**src/rtl/census_pkg.sv**
```systemverilog
// Census types and constants shared by the census generators and the disparity matcher.
package census_pkg;

    localparam int unsigned CW       = 45;
    localparam int unsigned MAX_DISP = 16;

    typedef logic [5:0]    cost_t;
    typedef logic [CW-1:0] census_t;

    localparam cost_t COST_INVALID = 6'd63;

endpackage

```
**src/rtl/census_popcount.sv**
```systemverilog
// Combinational population count of a census XOR vector, returned as a matching cost.
module census_popcount
    import census_pkg::*;
#(
    parameter int unsigned W = CW
) (
    input  logic [W-1:0] vec,
    output cost_t        cnt
);

    always_comb begin
        cnt = '0;
        for (int unsigned i = 0; i < W; i++) begin
            cnt = cnt + cost_t'(vec[i]);
        end
    end

endmodule

```
**src/rtl/census_disparity_matcher.sv**
```systemverilog
// Three-stage census matcher: right-window shift, per-candidate Hamming cost, minimum select.
// Optional uniqueness test on the winner is built when CENSUS_UNIQ_EN is defined.
module census_disparity_matcher
    import census_pkg::*;
#(
    parameter int unsigned CW          = census_pkg::CW,
    parameter int unsigned MAX_DISP    = census_pkg::MAX_DISP,
    parameter int unsigned LINE_W      = 320,
    parameter int unsigned UNIQ_MARGIN = 2
) (
    input  logic                        clk,
    input  logic                        rst,
    input  logic                        de_in,
    input  logic [9:0]                  x_in,
    input  logic [CW-1:0]               census_l,
    input  logic [CW-1:0]               census_r,
    output logic                        valid_out,
    output logic [9:0]                  x_out,
    output logic [$clog2(MAX_DISP)-1:0] disp_out,
    output cost_t                       cost_out,
    output logic                        uniq_out
);

    localparam int unsigned DW = $clog2(MAX_DISP);

    if (LINE_W > 1024 || LINE_W < MAX_DISP) begin : g_bad_line_w
        $error("LINE_W must fit the 10-bit column and cover MAX_DISP");
    end
    if (UNIQ_MARGIN > CW) begin : g_bad_margin
        $error("UNIQ_MARGIN exceeds the largest possible cost gap");
    end

    logic [CW-1:0] r_q [MAX_DISP];
    logic [CW-1:0] r_d [MAX_DISP];
    logic [CW-1:0] l0_q, l0_d;
    logic [9:0]    x0_q, x0_d, x1_q, x1_d, x_out_q, x_out_d;
    logic          de0_q, de0_d, de1_q, de1_d, valid_q, valid_d;
    cost_t         pc      [MAX_DISP];
    cost_t         cost1_q [MAX_DISP];
    cost_t         cost1_d [MAX_DISP];
    logic [DW-1:0] disp_q, disp_d, best_idx;
    cost_t         cost_q, cost_d, best_c;
    logic          uniq;

    for (genvar g = 0; g < MAX_DISP; g++) begin : g_cost
        census_popcount #(.W(CW)) u_popcount (
            .vec (l0_q ^ r_q[g]),
            .cnt (pc[g])
        );
    end

    // S0 shifts the right window and captures the left pair; S1 masks candidates beyond column 0.
    always_comb begin
        r_d = r_q;
        if (de_in) begin
            r_d[0] = census_r;
            for (int unsigned d = 1; d < MAX_DISP; d++) begin
                r_d[d] = r_q[d-1];
            end
        end
        l0_d  = census_l;
        x0_d  = x_in;
        de0_d = de_in;
        for (int unsigned d = 0; d < MAX_DISP; d++) begin
            cost1_d[d] = (10'(d) <= x0_q) ? pc[d] : COST_INVALID;
        end
        x1_d  = x0_q;
        de1_d = de0_q;
    end

    // Strict less-than keeps the smallest disparity on equal costs.
    always_comb begin
        best_c   = COST_INVALID;
        best_idx = '0;
        for (int unsigned d = 0; d < MAX_DISP; d++) begin
            if (cost1_q[d] < best_c) begin
                best_c   = cost1_q[d];
                best_idx = DW'(d);
            end
        end
    end

`ifdef CENSUS_UNIQ_EN
    cost_t second_c;
    logic  uniq_q, uniq_d;

    // Masked candidates sit at COST_INVALID, so a second best of that value means a lone candidate.
    always_comb begin
        second_c = COST_INVALID;
        for (int unsigned d = 0; d < MAX_DISP; d++) begin
            if (DW'(d) != best_idx && cost1_q[d] < second_c) begin
                second_c = cost1_q[d];
            end
        end
        uniq   = (second_c == COST_INVALID) || ((second_c - best_c) >= cost_t'(UNIQ_MARGIN));
        uniq_d = de1_q ? uniq : uniq_q;
    end

    always_ff @(posedge clk or negedge rst) begin
        if (!rst) begin
            uniq_q <= 1'b0;
        end else begin
            uniq_q <= uniq_d;
        end
    end

    assign uniq_out = uniq_q;
`else
    assign uniq     = 1'b1;
    assign uniq_out = valid_q;
`endif

    always_comb begin
        valid_d = de1_q;
        x_out_d = x_out_q;
        disp_d  = disp_q;
        cost_d  = cost_q;
        if (de1_q) begin
            x_out_d = x1_q;
            disp_d  = uniq ? best_idx : '0;
            cost_d  = best_c;
        end
    end

    always_ff @(posedge clk or negedge rst) begin
        if (!rst) begin
            for (int unsigned d = 0; d < MAX_DISP; d++) begin
                r_q[d]     <= '0;
                cost1_q[d] <= '0;
            end
            l0_q    <= '0;
            x0_q    <= '0;
            de0_q   <= 1'b0;
            x1_q    <= '0;
            de1_q   <= 1'b0;
            valid_q <= 1'b0;
            x_out_q <= '0;
            disp_q  <= '0;
            cost_q  <= '0;
        end else begin
            r_q     <= r_d;
            cost1_q <= cost1_d;
            l0_q    <= l0_d;
            x0_q    <= x0_d;
            de0_q   <= de0_d;
            x1_q    <= x1_d;
            de1_q   <= de1_d;
            valid_q <= valid_d;
            x_out_q <= x_out_d;
            disp_q  <= disp_d;
            cost_q  <= cost_d;
        end
    end

    assign valid_out = valid_q;
    assign x_out     = x_out_q;
    assign disp_out  = disp_q;
    assign cost_out  = cost_q;

endmodule

```
**config.mk**
```make
export PLATFORM = sky130hd
export DESIGN_NAME = census_disparity_matcher
export DESIGN_NICKNAME = d
export VERILOG_FILES = /design/src/rtl/census_pkg.sv /design/src/rtl/census_popcount.sv /design/src/rtl/census_disparity_matcher.sv
export SDC_FILE = /design/constraint.sdc
export NUM_CORES = 2
export LEC_CHECK = 0
export ABC_CLOCK_PERIOD_IN_PS = 33600
export CAP_MARGIN = 15
export CORE_UTILIZATION = 50
export CTS_CLUSTER_DIAMETER = 200
export DETAILED_ROUTE_END_ITERATION = 6
export PLACE_DENSITY = 0.66
export SLEW_MARGIN = 40
export SYNTH_ARGS = -nofsm -noshare
export SYNTH_HDL_FRONTEND = slang
export SYNTH_SLANG_ARGS = --single-unit
```
**constraint.sdc**
```tcl
create_clock -name clk -period 33.6 [get_ports clk]
set_input_delay 5.04 -clock clk [delete_from_list [all_inputs] [get_ports clk]]
set_output_delay 5.04 -clock clk [all_outputs]
set_load 0.01 [all_outputs]
```
# --- Word level (Yosys, flattened, before mapping) ---
# Cells that the tools add are included.
totals:
  regBits: 904
  input_bits: 103
  elab_cells: 840
op_classes:
  addsub: 704
  n_lt_le_gt_ge: 32
  muxes: 47
  bitwise_logic: 16
ops:
  columns: ["op", "n"]
  rows:
  - ["adder 6 x 1 -> 6 bit", 688]
  - ["XOR 45 bit", 16]
  - ["2-to-1 mux 6 bit", 32]
  - ["less-than comparator 6 bit", 15]
  - ["less-or-equal comparator 4 x 10 -> 1 bit (first input constant)", 8]
  - ["2-to-1 mux 4 bit", 14]
  - ["less-or-equal comparator 3 x 10 -> 1 bit (first input constant)", 4]
  - ["adder 1 x 1 -> 2 bit", 16]
  - ["less-or-equal comparator 1 x 10 -> 1 bit (first input constant)", 2]
  - ["less-or-equal comparator 2 x 10 -> 1 bit (first input constant)", 2]
  - ["less-than comparator 6 bit (second input constant)", 1]
  - ["2-to-1 mux 1 bit", 1]

# --- Longest topological paths before layout ---
logic_depth:
  ltp_word: 46
  depth_mapped: 140

# --- Cells and area by module ---
# From an unflattened synthesis, not the netlist that was laid out.
hier_totals:
  hier_cells: 5368
  area_unflattened_um2: 61899.4
by_module_without_submodules:
  columns: ["module", "instances", "cells_each", "area_each_um2", "seq_area_each_um2"]
  rows:
  - ["census_disparity_matcher", 1, 3272, 42801.0, 22621.7]
  - ["census_popcount (g_cost[2].u_popcount ...)", 8, 132, 1197.4, 0.0]
  - ["census_popcount (g_cost[0].u_popcount ...)", 8, 130, 1189.9, 0.0]

# --- Worst setup path after synthesis ---
# OpenSTA, ideal clock, no wires.
synth_path:
  path_type: "reg2reg"
  start: "register cost1_q[85] (netlist bit)"
  end: "register cost_q[4], in the netlist cost_out[4]"
  t_arrival_ns: 22.090
  slack_ns: 11.384
  stages_incl_launch_ff: 134
  synth_period_minus_slack_ns: 22.216
  cell_sequence: "dfrtp_1 > ha_1 > or3b_1 > o221ai_1 > a21o_1 > nand2_1 > mux2i_1 > ha_1 > o21ai_0 > a31oi_1 > o221ai_1 > a31oi_1 > nand4_1 > nand2_1 > nor2_1 > a21oi_1 > inv_1 > ha_1 > (+98 left out) > nand2_1 > o21ai_0 > inv_1 > ha_1 > and2_1 > a31oi_1 > nand2_1 > a31o_1 > buf_2 > mux2_4 > ha_1 > nor2b_1 > o21ai_0 > nand2b_1 > a2111oi_2 > buf_2 > nor4_2 > a311o_1"
synth_between:
  elab_chain_cells: 30
synth_rtl:
  columns: ["element", "line", "text"]
  rows:
  - ["from (decl)", "census_disparity_matcher.sv:39", "cost_t cost1_q [MAX_DISP];"]
  - ["from (signal assigned)", "census_disparity_matcher.sv:142", "cost1_q <= cost1_d;"]
  - ["less-than comparator 6 bit", "census_disparity_matcher.sv:76", "if (cost1_q[d] < best_c) begin"]
  - ["2-to-1 mux 6 bit *", "census_disparity_matcher.sv:76", null]
  - ["less-than comparator 6 bit", "census_disparity_matcher.sv:76", null]
  - ["2-to-1 mux 6 bit *", "census_disparity_matcher.sv:76", null]
  - ["less-than comparator 6 bit", "census_disparity_matcher.sv:76", null]
  - ["2-to-1 mux 6 bit *", "census_disparity_matcher.sv:76", null]
  - ["less-than comparator 6 bit", "census_disparity_matcher.sv:76", null]
  - ["2-to-1 mux 6 bit *", "census_disparity_matcher.sv:76", null]
  - ["(+14 left out)", null, null]
  - ["less-than comparator 6 bit", "census_disparity_matcher.sv:76", null]
  - ["2-to-1 mux 6 bit *", "census_disparity_matcher.sv:76", null]
  - ["less-than comparator 6 bit", "census_disparity_matcher.sv:76", null]
  - ["2-to-1 mux 6 bit *", "census_disparity_matcher.sv:76", null]
  - ["less-than comparator 6 bit", "census_disparity_matcher.sv:76", null]
  - ["2-to-1 mux 6 bit *", "census_disparity_matcher.sv:76", null]
  - ["less-than comparator 6 bit", "census_disparity_matcher.sv:76", null]
  - ["2-to-1 mux 6 bit *", "census_disparity_matcher.sv:76", null]
  - ["to (signal assigned)", "census_disparity_matcher.sv:151", "cost_q <= cost_d;"]
  - ["to (decl)", "census_disparity_matcher.sv:42", "cost_t cost_q, cost_d, best_c;"]
# Every way passes the cells marked *; elsewhere a longest branch is shown, timed or not.
# A chain may end at the register's enable or synchronous reset.

# --- Worst setup path after layout ---
# Ends and elaborated chain as after synthesis.

==> results.cfg <==
[die]
dieHeight_um = 346
coreArea_sq_um = 117000
ioPinCount = 125
die_w_um = 346
initial_utilization_pct = 50.6
dieArea_sq_um = 120000
core.rowCount = 125

[min_path]
min_from = de0_q
hold_path.class = reg -> reg

[drt]
drt_wl_total_um = 130000
antenna_left = 0
drt-vias-per-instance = 5.21
first_pass_iters = 4
wire_per_inst_um = 20.7
first_iter_violations = 1532
drcViolationCount = 0
vias = 32700

[yosys]
ys_seq_area_share_pct = 38.3
synthesis.instances = 4609
synth_warnings = 0
syn_area_per_cell_sq_um = 12.8
yosysMostFrequentCell = dfrtp_1
synth_edf_count = 0
synth_top_area_cell = dfrtp_1
synthTopCellsByArea = dfrtp_1 38%, fa_1 20%, mux2_2 14%
synth.ff_latch_count = 904
synth_commonest_cells = 904 x dfrtp_1, 741 x mux2_2, 611 x xor2_1
netlist_area_sq_um = 59100
synthArstFlopShare_pct = 100
synth_nets = 5511
yosys_most_used_dff = dfrtp_1
synth_cell_types = 98
synth_top_cell_area_share_pct = 38.3

[cells_and_area]
instances_no_fill = 6286
syn_to_final_growth_pct = 10.9
fillers = 9613
drive_above_1_share_pct = 21.7
design_area_sq_um = 65500
fin_nets = 5576
num_antenna_cells = 0

[clock_network]
post_cts_resized = 0
cts-htree-levels = 3
clk_pin_slew_ns = 0.06
cts_tree = built
ctsLongestPathBuffers = 3
cts_inserted_buffers = 102
cts.sink_count = 904
clock_latency_ns = 0.70
holdBufCountCts = 0
cts_root_buffer = clkbuf_16
post-cts-setup-buffers = 0

[grt]
antenna_found_initial = 0
grtUsageMet3_pct = 3.36
top_usage_layer = met2
grt_pass1_wl_um = 209000
grt-ovfl-total = 0
grt.total_usage_pct = 22.6
grtUsageMet2_pct = 35.4
grt_pass1_vias = 35800
grtUsageMet1_pct = 33.5
grt_max_degree = 89

[sta]
relSlewSlack_pct = 47.2
worst_pin_slew_ns = 0.791
fmax_mhz = 38.6
clock_skew_ns = 0.0254
fin_crit_ns = 25.92
finalSetupViolCount = 0
finalCritPeriodShare_pct = 77.2
hold_violations = 0
drv_slew = 0
rsz0062_at_grt = false
setup_tns_ns = 0

[setup_path]
end_kind = flip-flop
critPathLaunchType = flip-flop
worstPathRequired_ns = 34.16
cp_common_cell = ha_1
rr_startpoint = cost1_q[85]
crit_path_top_delay_cell = o221ai_2
cpPeakStageDelay_ns = 0.61
arrival_ns = 26.48
path_class = reg -> reg
startpoint = cost1_q[85]
worstPathMaxFanout = 15

[flow_run]
max_cap_viol_count = 0

[place]
io_buffers = 124
hpwlAfterDp_um = 103000
placed_cells = 6093
place.gp.congestion = 0.870
dpl_cell_area_sq_um = 61900

[outcome]
status = finished, final reports clean
cell type report:
type / instances / area (sq um) / share of cell area, %
Clock buffer: 143 / 2950 / 4.50
Inverter: 473 / 1780 / 2.71
Multi-Input combinational cell: 3041 / 33900 / 51.8
Sequential cell: 904 / 22700 / 34.6
Clock inverter: 49 / 619 / 0.945
Tap cell: 1524 / 1910 / 2.91
Timing Repair Buffer: 152 / 1630 / 2.49
final timing paths:
check,to,slack [ns],cells past startpoint
hold / removal,de1_q,0.35,0
setup / recovery,cost_out[4],7.68,128
min in group asynchronous,r_q[703],4.29,1
hold reg to reg,de1_q,0.35,0
max in group asynchronous,de1_q,26.25,6
setup reg to reg,cost_out[4],7.68,128
layer usage:
layer	vias to the layer above	wire length, um	share of wire, %
li1	15200	-	-
met1	17000	62900	48
met2	431	60200	46
met3	144	4670	3.6
met4	0	2210	1.7
met5	-	0	0
through the flow:
step	setup WS, ns	hold WS (ns)	util, %
6_report	7.68	0.354	56.1
4_1_cts	7.42	0.348	56.1
3_3_place_gp	7.93	0.332	52.9
2_1_floorplan	11.38	0.331	-
3_5_place_dp	7.57	0.336	53.1
5_1_grt	4.96	0.357	56.1
cell usage in the layout, fill, tap and decap left out, types with 7 or more instances in the layout:
cell type	synthesis	final
dfrtp_1	904	859
mux2_2	741	741
xor2_1	611	611
fa_1	576	576
inv_1	472	472
ha_1	223	223
xnor2_1	154	154
clkdlybuf4s50_1	0	122
nand2_1	114	114
clkbuf_16	0	104
o21ai_0	94	92
nor2_1	70	70
a21oi_1	67	67
a21o_1	47	47
dfrtp_2	0	45
nor2b_1	40	40
nand2b_1	27	27
mux2i_1	22	22
clkinv_2	0	22
a31oi_1	20	20
clkbuf_8	0	20
clkbuf_1	169	19
nand3b_1	18	18
nand3_1	17	17
o21a_1	17	17
nor3_1	11	11
bufinv_16	0	11
buf_6	0	11
buf_4	5	9
or3_1	8	8
and2_1	8	8
or2_2	7	7
a211oi_1	7	7
o211ai_1	7	7
maj3_1	7	7
clkinvlp_4	0	7
registers in the layout, indices dropped and copies added (netlist names), 4 cells and up:
name and count:
cost1_q 96, cost_out 6, disp_out 4, l0_q 45, r_q 720, x0_q 10, x1_q 10, x_out 10
critical path, delay by kind of cell, from the launching register on:
kind / cells / cell delay, ns
flops: 1 / 0.38
mux: 10 / 2.79
buf+inv: 10 / 0.73
compound gates: 56 / 10.81
fa+ha+maj: 16 / 4.49
simple gates: 36 / 6.61
kinds of logic (layout without fill, tap and decap cells):
| group | Yosys count | count (layout) | synth area share, % |
|---|---|---|---|
| xor+xnor | 765 | 765 | 11.3 |
| fa+ha+maj | 807 | 807 | 24.4 |
| mux | 766 | 766 | 14.6 |
| compound gates | 349 | 349 | 4.10 |
| flops | 904 | 904 | 38.3 |
| buf+inv | 664 | 817 | 4.26 |
| simple gates | 354 | 354 | 3.05 |
Power is not shown: default switching activity piles up to over one toggle a cycle in this logic, so the estimate is an artifact.
